$ cat src/rtl/stack_pkg.sv
// Shared types and ring-pointer helpers for the parametrised LIFO stack.
// Pointers wrap modulo DEPTH, which need not be a power of two.
package stack_pkg;

  typedef enum logic [1:0] {
    CMD_NOP  = 2'b00,
    CMD_PUSH = 2'b01,
    CMD_POP  = 2'b10,
    CMD_GET  = 2'b11
  } cmd_e;

  function automatic int ring_inc(input int ptr, input int depth);
    return (ptr + 1 >= depth) ? 0 : ptr + 1;
  endfunction

  function automatic int ring_dec(input int ptr, input int depth);
    return (ptr == 0) ? depth - 1 : ptr - 1;
  endfunction

  // Slot holding entry k below the top; k is folded so the sum never goes negative.
  function automatic int ring_back(input int ptr, input int k, input int depth);
    return (ptr + depth - 1 - (k % depth)) % depth;
  endfunction

endpackage

$ cat src/rtl/stack_param_if.sv
// Command/status bundle of the stack. The master issues commands, the
// slave (the stack itself) returns registered data and status.
interface stack_param_if
  import stack_pkg::*;
#(
  parameter int WIDTH = 4,
  parameter int DEPTH = 5
);
  localparam int IDX_W = $clog2(DEPTH);
  localparam int CNT_W = $clog2(DEPTH + 1);

  cmd_e              command;
  logic [IDX_W-1:0]  index;
  logic [WIDTH-1:0]  i_data;
  logic [WIDTH-1:0]  o_data;
  logic [CNT_W-1:0]  count;
  logic              full;
  logic              empty;
  logic              err;

  modport master (
    output command, index, i_data,
    input  o_data, count, full, empty, err
  );

  modport slave (
    input  command, index, i_data,
    output o_data, count, full, empty, err
  );

endinterface

$ cat src/rtl/stack_mem.sv
// DEPTH x WIDTH register file: one synchronous write port, one
// combinational read port, synchronous active-low clear of every entry.
module stack_mem #(
  parameter int WIDTH = 4,
  parameter int DEPTH = 5,
  parameter int AW    = $clog2(DEPTH)
) (
  input  logic             clk,
  input  logic             srst_n,
  input  logic             we,
  input  logic [AW-1:0]    waddr,
  input  logic [WIDTH-1:0] wdata,
  input  logic [AW-1:0]    raddr,
  output logic [WIDTH-1:0] rdata
);

  logic [WIDTH-1:0] mem_reg [DEPTH];

  genvar gi;
  generate
    for (gi = 0; gi < DEPTH; gi++) begin : g_entry
      always_ff @(posedge clk) begin
        if (!srst_n) begin
          mem_reg[gi] <= '0;
        end else if (we && (waddr == AW'(gi))) begin
          mem_reg[gi] <= wdata;
        end
      end
    end
  endgenerate

  // Addresses at or beyond DEPTH never occur in normal use; read zero for safety.
  always_comb begin
    rdata = '0;
    if (int'(raddr) < DEPTH) begin
      rdata = mem_reg[raddr];
    end
  end

endmodule

$ cat src/rtl/stack_param.sv
// Parametrised LIFO stack: NOP/PUSH/POP/GET with COUNT/FULL/EMPTY status,
// one-cycle ERR on a rejected command, and optional overwrite-oldest mode.
module stack_param
  import stack_pkg::*;
#(
  parameter int WIDTH = 4,
  parameter int DEPTH = 5,
  parameter int WRAP  = 0
) (
  input  logic          CLK,
  input  logic          RESET,
  stack_param_if.slave  bus
);

  localparam int IDX_W = $clog2(DEPTH);
  localparam int CNT_W = $clog2(DEPTH + 1);

  logic [IDX_W-1:0] top_ptr_reg, top_ptr_next;
  logic [CNT_W-1:0] count_reg, count_next;
  logic [WIDTH-1:0] o_data_reg, o_data_next;
  logic             err_reg, err_next;

  logic             we;
  logic [IDX_W-1:0] raddr;
  logic [WIDTH-1:0] rdata;
  logic             full, empty, idx_ok;
  int               depth_k;

  assign full   = (count_reg == CNT_W'(DEPTH));
  assign empty  = (count_reg == '0);
  assign idx_ok = (CNT_W'(bus.index) < count_reg);

  stack_mem #(
    .WIDTH (WIDTH),
    .DEPTH (DEPTH),
    .AW    (IDX_W)
  ) u_mem (
    .clk    (CLK),
    .srst_n (RESET),
    .we     (we),
    .waddr  (top_ptr_reg),
    .wdata  (bus.i_data),
    .raddr  (raddr),
    .rdata  (rdata)
  );

  // The single read port serves both POP (entry 0) and GET (entry INDEX).
  always_comb begin
    depth_k = 0;
    if (bus.command == CMD_GET) begin
      depth_k = int'(bus.index);
    end
    raddr = IDX_W'(ring_back(int'(top_ptr_reg), depth_k, DEPTH));
  end

  always_comb begin
    top_ptr_next = top_ptr_reg;
    count_next   = count_reg;
    o_data_next  = o_data_reg;
    err_next     = 1'b0;
    we           = 1'b0;
    case (bus.command)
      CMD_PUSH: begin
        if (!full) begin
          we           = 1'b1;
          top_ptr_next = IDX_W'(ring_inc(int'(top_ptr_reg), DEPTH));
          count_next   = count_reg + CNT_W'(1);
        end else if (WRAP != 0) begin
          // The next free slot on a full ring is the oldest entry.
          we           = 1'b1;
          top_ptr_next = IDX_W'(ring_inc(int'(top_ptr_reg), DEPTH));
        end else begin
          err_next = 1'b1;
        end
      end
      CMD_POP: begin
        if (!empty) begin
          o_data_next  = rdata;
          top_ptr_next = IDX_W'(ring_dec(int'(top_ptr_reg), DEPTH));
          count_next   = count_reg - CNT_W'(1);
        end else begin
          err_next = 1'b1;
        end
      end
      CMD_GET: begin
        if (idx_ok) begin
          o_data_next = rdata;
        end else begin
          o_data_next = '0;
          err_next    = 1'b1;
        end
      end
      default: begin
      end
    endcase
  end

  always_ff @(posedge CLK) begin
    if (!RESET) begin
      top_ptr_reg <= '0;
      count_reg   <= '0;
      o_data_reg  <= '0;
      err_reg     <= 1'b0;
    end else begin
      top_ptr_reg <= top_ptr_next;
      count_reg   <= count_next;
      o_data_reg  <= o_data_next;
      err_reg     <= err_next;
    end
  end

  assign bus.o_data = o_data_reg;
  assign bus.count  = count_reg;
  assign bus.full   = full;
  assign bus.empty  = empty;
  assign bus.err    = err_reg;

endmodule
$ cat src/flat_wrapper.sv
// flat-port wrapper written by rule: the top's interface ports become plain ports
module stack_param_flat import stack_pkg::*;
#(
  parameter int WIDTH = 4,
  parameter int DEPTH = 5,
  parameter int WRAP  = 0
)
  (CLK, RESET, bus_command, bus_index, bus_i_data, bus_o_data, bus_count, bus_full, bus_empty, bus_err);
  stack_param_if #(.WIDTH(WIDTH), .DEPTH(DEPTH)) bus_i ();
  input  logic CLK;
  input  logic RESET;
  input wire logic [$bits(bus_i.command)-1:0] bus_command;
  input wire logic [$bits(bus_i.index)-1:0] bus_index;
  input wire logic [$bits(bus_i.i_data)-1:0] bus_i_data;
  output wire logic [$bits(bus_i.o_data)-1:0] bus_o_data;
  output wire logic [$bits(bus_i.count)-1:0] bus_count;
  output wire logic [$bits(bus_i.full)-1:0] bus_full;
  output wire logic [$bits(bus_i.empty)-1:0] bus_empty;
  output wire logic [$bits(bus_i.err)-1:0] bus_err;
  assign bus_i.command = bus_command;
  assign bus_i.index = bus_index;
  assign bus_i.i_data = bus_i_data;
  assign bus_o_data = bus_i.o_data;
  assign bus_count = bus_i.count;
  assign bus_full = bus_i.full;
  assign bus_empty = bus_i.empty;
  assign bus_err = bus_i.err;
  stack_param #(.WIDTH(WIDTH), .DEPTH(DEPTH), .WRAP(WRAP)) u_core (.CLK(CLK), .RESET(RESET), .bus(bus_i));
endmodule
$ cat config.mk
export PLATFORM = sky130hd
export DESIGN_NAME = stack_param_flat
export DESIGN_NICKNAME = d
export VERILOG_FILES = /design/src/rtl/stack_pkg.sv /design/src/rtl/stack_param_if.sv /design/src/rtl/stack_mem.sv /design/src/rtl/stack_param.sv /design/src/flat_wrapper.sv
export SDC_FILE = /design/constraint.sdc
export NUM_CORES = 1
export LEC_CHECK = 0
export ABC_AREA = 1
export BUFFER_PORTS_ARGS = -buffer_cell sky130_fd_sc_hd__clkbuf_2
export CORE_ASPECT_RATIO = 1.2
export CORE_UTILIZATION = 61
export CTS_CLUSTER_SIZE = 28
export DETAILED_ROUTE_END_ITERATION = 10
export GPL_TIMING_DRIVEN = 0
export PLACE_DENSITY = 0.89
export SETUP_SLACK_MARGIN = 0.02
export SLEW_MARGIN = 30
export SYNTH_ARGS = -nofsm -noshare
export SYNTH_HDL_FRONTEND = slang
export SYNTH_SLANG_ARGS = --single-unit
$ cat constraint.sdc
create_clock -name CLK -period 7.34 [get_ports CLK]
set_clock_uncertainty 0.1 [all_clocks]
set_input_delay 0.734 -clock CLK [delete_from_list [all_inputs] [get_ports CLK]]
set_output_delay 0.734 -clock CLK [all_outputs]
set_load 0.05 [all_outputs]
==> run summary, run 1 <==
Die Wd -> 63.6 µm
Drt first pass iters -> 4
Relative slew slack -> 62.3%
Post-DP HPWL -> 4680 µm
Post-CTS Setup Inserts -> 0
Max Cap Viol -> 0
Hold Vio Cnt, Final -> 0
Largest net degree at the start of global routing -> 11
Die ar. -> 4820 µm²
Effective utilization at floorplan -> 64.1%
Post-synthesis sequential area ratio -> 29.6%
CTS Buffer Depth -> 2
Critical-path maximum fanout -> 10
Worst EP arrival -> 6650 ps
Total global routing overflow -> 0
Rows -> 26
CTS tree -> built
Post-route cell area -> 3030 µm²
FILL cells -> 372
Dominant cells by area after synthesis -> edfxtp_1, nand2_1, ha_1
Post-place instance area -> 2940 µm²
Number of synthesized register bits -> 31
Post-Syn Instances -> 406
GR Util All Layers -> 27.3%
Vias in the first global route -> 2532
H-tree levels -> 2
Cts hold-fix bufs -> 0
Yosys top cell area share -> 21.7%
Nets@finish -> 468
Yosys cell types -> 34
Fin crit period -> 6600 ps
Post-Syn Area -> 2770 µm²
Post-Syn Nets -> 441
CP most frequent cell -> nand2_1
Synth-to-Final Area Change -> 9.34%
CTS Sinks -> 31
Vias per cell -> 5.46
Initial antenna violation count -> 0
Total CTS buffers -> 5
Routed WL -> 5900 µm
Synth Warn # -> 0
Layout cell share with drive strength beyond 1 -> 13.6%
First-pass GRT wire length -> 10300 µm
Port Buffers -> 20
DRC errors left -> 0
Final setup TNS -> 0 ps
Critical Path Sink Type -> flip-flop
Main synth FF type -> edfxtp_1
Max reg flops -> 20
Die Ht -> 75.9 µm
DRT iter0 DRCs -> 138
Count leader, synth -> nand2_1
N_diodes -> 0
Synth top cells by count -> nand2_1, inv_1, nor2_1
Setup-failing EPs final -> 0
Total number of vias -> 2676
Startpoint type of the worst setup path -> input pin
Root buf cell -> clkbuf_8
Tightest Hold Check Type -> reg2reg
Final period util -> 89.9%
Worst-path clk slew -> 60 ps
Status -> finished clean
Syn_area_per_cell -> 6.83 µm²
Worst-Margin Slew -> 564 ps
Fin. max-slew vios -> 0
Req. time, crit path -> 7390 ps
CP max stage cell -> fa_1
Final ANT Viol Nets -> 0
Cell taking the most area after synthesis -> edfxtp_1
DR WL/cell -> 12.0 µm
Max Freq -> 152 MHz
RSZ-0062 raised after global routing -> false
IO Count -> 21
Setup CP Type -> in2reg
Placer congestion estimate -> 0.841
Worst path max stage delay -> 450 ps
Post-synth EDFFs -> 20
Core area -> 4330 µm²
Share of synthesized registers carrying an async set or reset -> 0%
Worst skew pair latency -> 280 ps
## per-stage QoR
step	hold WS, ps	cells	util [%]	worst slack (ps)
floorplan	436	406	-	1370
global placement	423	482	68.0	592
detailed placement	433	482	68.0	334
CTS	444	490	69.9	619
global route	479	490	70.1	59.0
finish	449	490	70.1	743
## what timing repair did
action / 4_1_cts / 5_1_grt
endpoints found under the hold margin: 0 / 0
resized for setup: 0 / 2
endpoints found under the setup margin: 0 / 4
## logic make-up (layout without fill, tap and decap cells)
group	count (synthesis)	count (layout)	synth area share, %
simple gates	233	233	39.2
buf+inv	65	93	8.84
compound gates	49	49	9.79
flops	31	31	29.6
fa+ha+maj	24	24	11.4
xor+xnor	4	4	1.26
## cells in the final DEF (no fill, tap or decap), types with 14 or more instances in the layout
master	instances
nand2_1	105
inv_1	59
nor2_1	49
nand3_1	33
ha_1	22
clkbuf_2	20
edfxtp_1	20
o21ai_0	19
nand2_2	18
nand4_1	14
a21oi_1	14
## metal layers
metal	GRT usage [%]	up-vias	routed length, µm
met5	0	-	0
met4	10.9	0	151
met3	3.29	18	162
met2	55.6	50	3180
met1	28.3	1224	2410
li1	-	1384	-
## critical path: cells and delay by family
family	cells	cell delay, ps
AOI/OAI and AO/OA	4	460
adders and majority gates	7	1580
and+or+nand+nor	22	2510
buffers and inverters	9	880
xor gates and xnor gates	2	470
## path summary, 6_finish.rpt
kind                                to  cells past startpoint  slack, ps             startpoint
hold / removal     u_core.bus.count[2]                      2        450    u_core.bus.count[2]
hold reg to reg    u_core.bus.count[2]                      2        450    u_core.bus.count[2]
setup reg to reg  u_core.bus.o_data[1]                     35       1750  u_core.top_ptr_reg[0]
setup / recovery  u_core.bus.o_data[1]                     44        740         bus_command[0]
## cell type report
cell class / count / area (µm²) / area share (%)
tap: 56 / 70.1 / 2.31
clock buffer: 6 / 72.6 / 2.39
clock inverter: 2 / 8.76 / 0.289
timing repair buffer: 20 / 100 / 3.30
sequential: 31 / 821 / 27.1
multi-input combinational: 310 / 1720 / 56.6
buffer: 4 / 16.3 / 0.536
inverter: 61 / 229 / 7.55
Power of run 1 is not shown: default switching activity piles up to over one toggle a cycle in this logic, so the estimate is an artifact.
==> inputs of run 2 (changes only) <==
- CORE_UTILIZATION: 61 -> 66
- PLACE_DENSITY: 0.89 -> 0.94
- clock period: 7.34 -> 7.75 ns (I/O delays scaled with it)
==> run 2 against run 1 <==
First-iteration DRC count fell by 15%. Critical path depth rose by 2. Worst hold slack improved by 9.6 ps. Critical endpoint unchanged. Via count barely moved. Utilization rose by 6.9 points. Sequential share of layout area fell by 0.23 points. Die area fell by 7.4%. Final area rose by 0.87%. Count of clock-buffer cells in the layout did not move. Wire length rose by 2.1%. Flip-flop and latch count did not move.
==> run summary, run 2 (synthesis results as in run 1) <==
Hold Vio Cnt, Final -> 0 (unchanged)
Worst EP arrival -> 6820 ps (was 6650 ps)
Die ar. -> 4470 µm² (was 4820 µm²)
GR Util All Layers -> 30.6% (was 27.3%)
Critical-path maximum fanout -> 10 (unchanged)
Startpoint type of the worst setup path -> input pin (unchanged)
Tightest Hold Check Type -> reg2reg (unchanged)
# resized after CTS -> 0 (unchanged)
Die Ht -> 73.0 µm (was 75.9 µm)
Max Freq -> 148 MHz
Rows -> 25 (was 26)
Reg-to-reg startpoint -> u_core.top_ptr_reg[0] (unchanged)
Initial antenna violation count -> 0 (unchanged)
Vias in the first global route -> 2619 (was 2532)
Fin crit period -> 6780 ps
Total CTS buffers -> 5 (unchanged)
Commonest non-fill, non-tap cell in the layout -> nand2_1 (unchanged)
Root buf cell -> clkbuf_8 (unchanged)
Vias per cell -> 5.48 (was 5.46)
First-pass GRT wire length -> 10200 µm (was 10300 µm)
Req. time, crit path -> 7800 ps (was 7390 ps)
Synth-to-Final Area Change -> 10.3% (was 9.34%)
HP Start -> u_core.bus.o_data[2] (was u_core.bus.count[2])
CP max stage cell -> fa_1 (unchanged)
Routed WL -> 6020 µm (was 5900 µm)
IO Count -> 21 (unchanged)
N_diodes -> 0 (unchanged)
Effective utilization at floorplan -> 69.8% (was 64.1%)
Setup-failing EPs final -> 0 (unchanged)
Worst-path clk slew -> 70 ps (was 60 ps)
Most frequent cells in the layout -> nand2_1, inv_1, nor2_1, nand3_1, ha_1 (unchanged)
Post-route cell area -> 3060 µm² (was 3030 µm²)
Total number of vias -> 2674 (was 2676)
Worst-Margin Slew -> 566 ps (was 564 ps)
Post-place instance area -> 2940 µm² (about the same)
DR WL/cell -> 12.3 µm (was 12.0 µm)
DRC errors left -> 0 (unchanged)
CTS tree -> built (unchanged)
Fin. max-slew vios -> 0 (unchanged)
CP Launch Point -> bus_command[1] (was bus_command[0])
Post-DP HPWL -> 4710 µm (was 4680 µm)
Worst skew pair latency -> 280 ps (about the same)
Largest net degree at the start of global routing -> 11 (unchanged)
Final period util -> 87.4%
Core area -> 3970 µm² (was 4330 µm²)
CTS Sinks -> 31 (unchanged)
Status -> finished clean (unchanged)
CTS Buffer Depth -> 2 (unchanged)
Total global routing overflow -> 0 (unchanged)
Cts hold-fix bufs -> 0 (unchanged)
Drt first pass iters -> 5 (was 4)
Placer congestion estimate -> 0.849 (was 0.841)
FILL cells -> 298 (was 372)
Layout cell share with drive strength beyond 1 -> 13.8% (was 13.6%)
Post-CTS Setup Inserts -> 0 (unchanged)
DRT iter0 DRCs -> 117 (was 138)
Final setup TNS -> 0 ps (unchanged)
Port Buffers -> 20 (unchanged)
RSZ-0062 raised after global routing -> false (unchanged)
Relative slew slack -> 62.1% (was 62.3%)
Final ANT Viol Nets -> 0 (unchanged)
H-tree levels -> 2 (unchanged)
Worst path max stage delay -> 500 ps (was 450 ps)
Max Cap Viol -> 0 (unchanged)
Critical Path Sink Type -> flip-flop (unchanged)
Nets@finish -> 468 (unchanged)
Setup CP Type -> in2reg (unchanged)
Max reg flops -> 20 (unchanged)
Die Wd -> 61.2 µm (was 63.6 µm)
run 2: cell count changes in the layout (fill, tap and decap cells not counted):
cell,change
clkbuf_8,+1
clkinv_1,-1
xor2_2,-1
o21ai_0,+1
bufinv_16,+1
clkbuf_1,-1
xor2_1,+1
o21ai_1,-1
run 2: path summary, 6_finish.rpt:
kind | endpoint | depth (start not counted) | slack, ps
hold reg to reg | u_core.bus.o_data[2] | 2 | 460
hold / removal | u_core.bus.o_data[2] | 2 | 460
setup reg to reg | u_core.bus.o_data[1] | 37 | 2030
setup / recovery | u_core.bus.o_data[1] | 46 | 970
run 2: stage by stage:
step / hold WS [ps] / setup slack (ps) / instances / utilization, %
global placement: 421 / 959 / 480 / 74.0
finish: 459 / 974 / 488 / 77.0
CTS: 451 / 1000 / 488 / 77.0
detailed placement: 440 / 731 / 480 / 74.0
floorplan: 436 / 1730 / 406 / -
global route: 486 / 123 / 488 / 77.0
run 2: worst max-delay path, delay by kind of cell:
family          cells  cell delay (ps)
xor+xnor            1              330
simple gates       22             2360
buf+inv            11             1020
compound gates      6              900
fa+ha+maj           6             1400
run 2: routing by layer:
layer	vias to the layer above	routed length (µm)	global-route usage, %
met2	62	3220	57.2
met1	1207	2380	30.0
met5	-	0	0
met4	0	216	19.7
met3	24	201	4.26
li1	1381	-	-
run 2: cell type report:
| cell class | count | area [µm²] | share of cell area [%] |
|---|---|---|---|
| Sequential cell | 31 | 821 | 26.8 |
| Buffer | 4 | 16.3 | 0.532 |
| Clock buffer | 6 | 82.6 | 2.70 |
| Inverter | 61 | 229 | 7.48 |
| Tap cell | 54 | 67.6 | 2.21 |
| Clock inverter | 2 | 35.0 | 1.15 |
| Multi-Input combinational cell | 310 | 1710 | 55.8 |
| Timing Repair Buffer | 20 | 100 | 3.27 |
Power of run 2 is left out for the same reason.
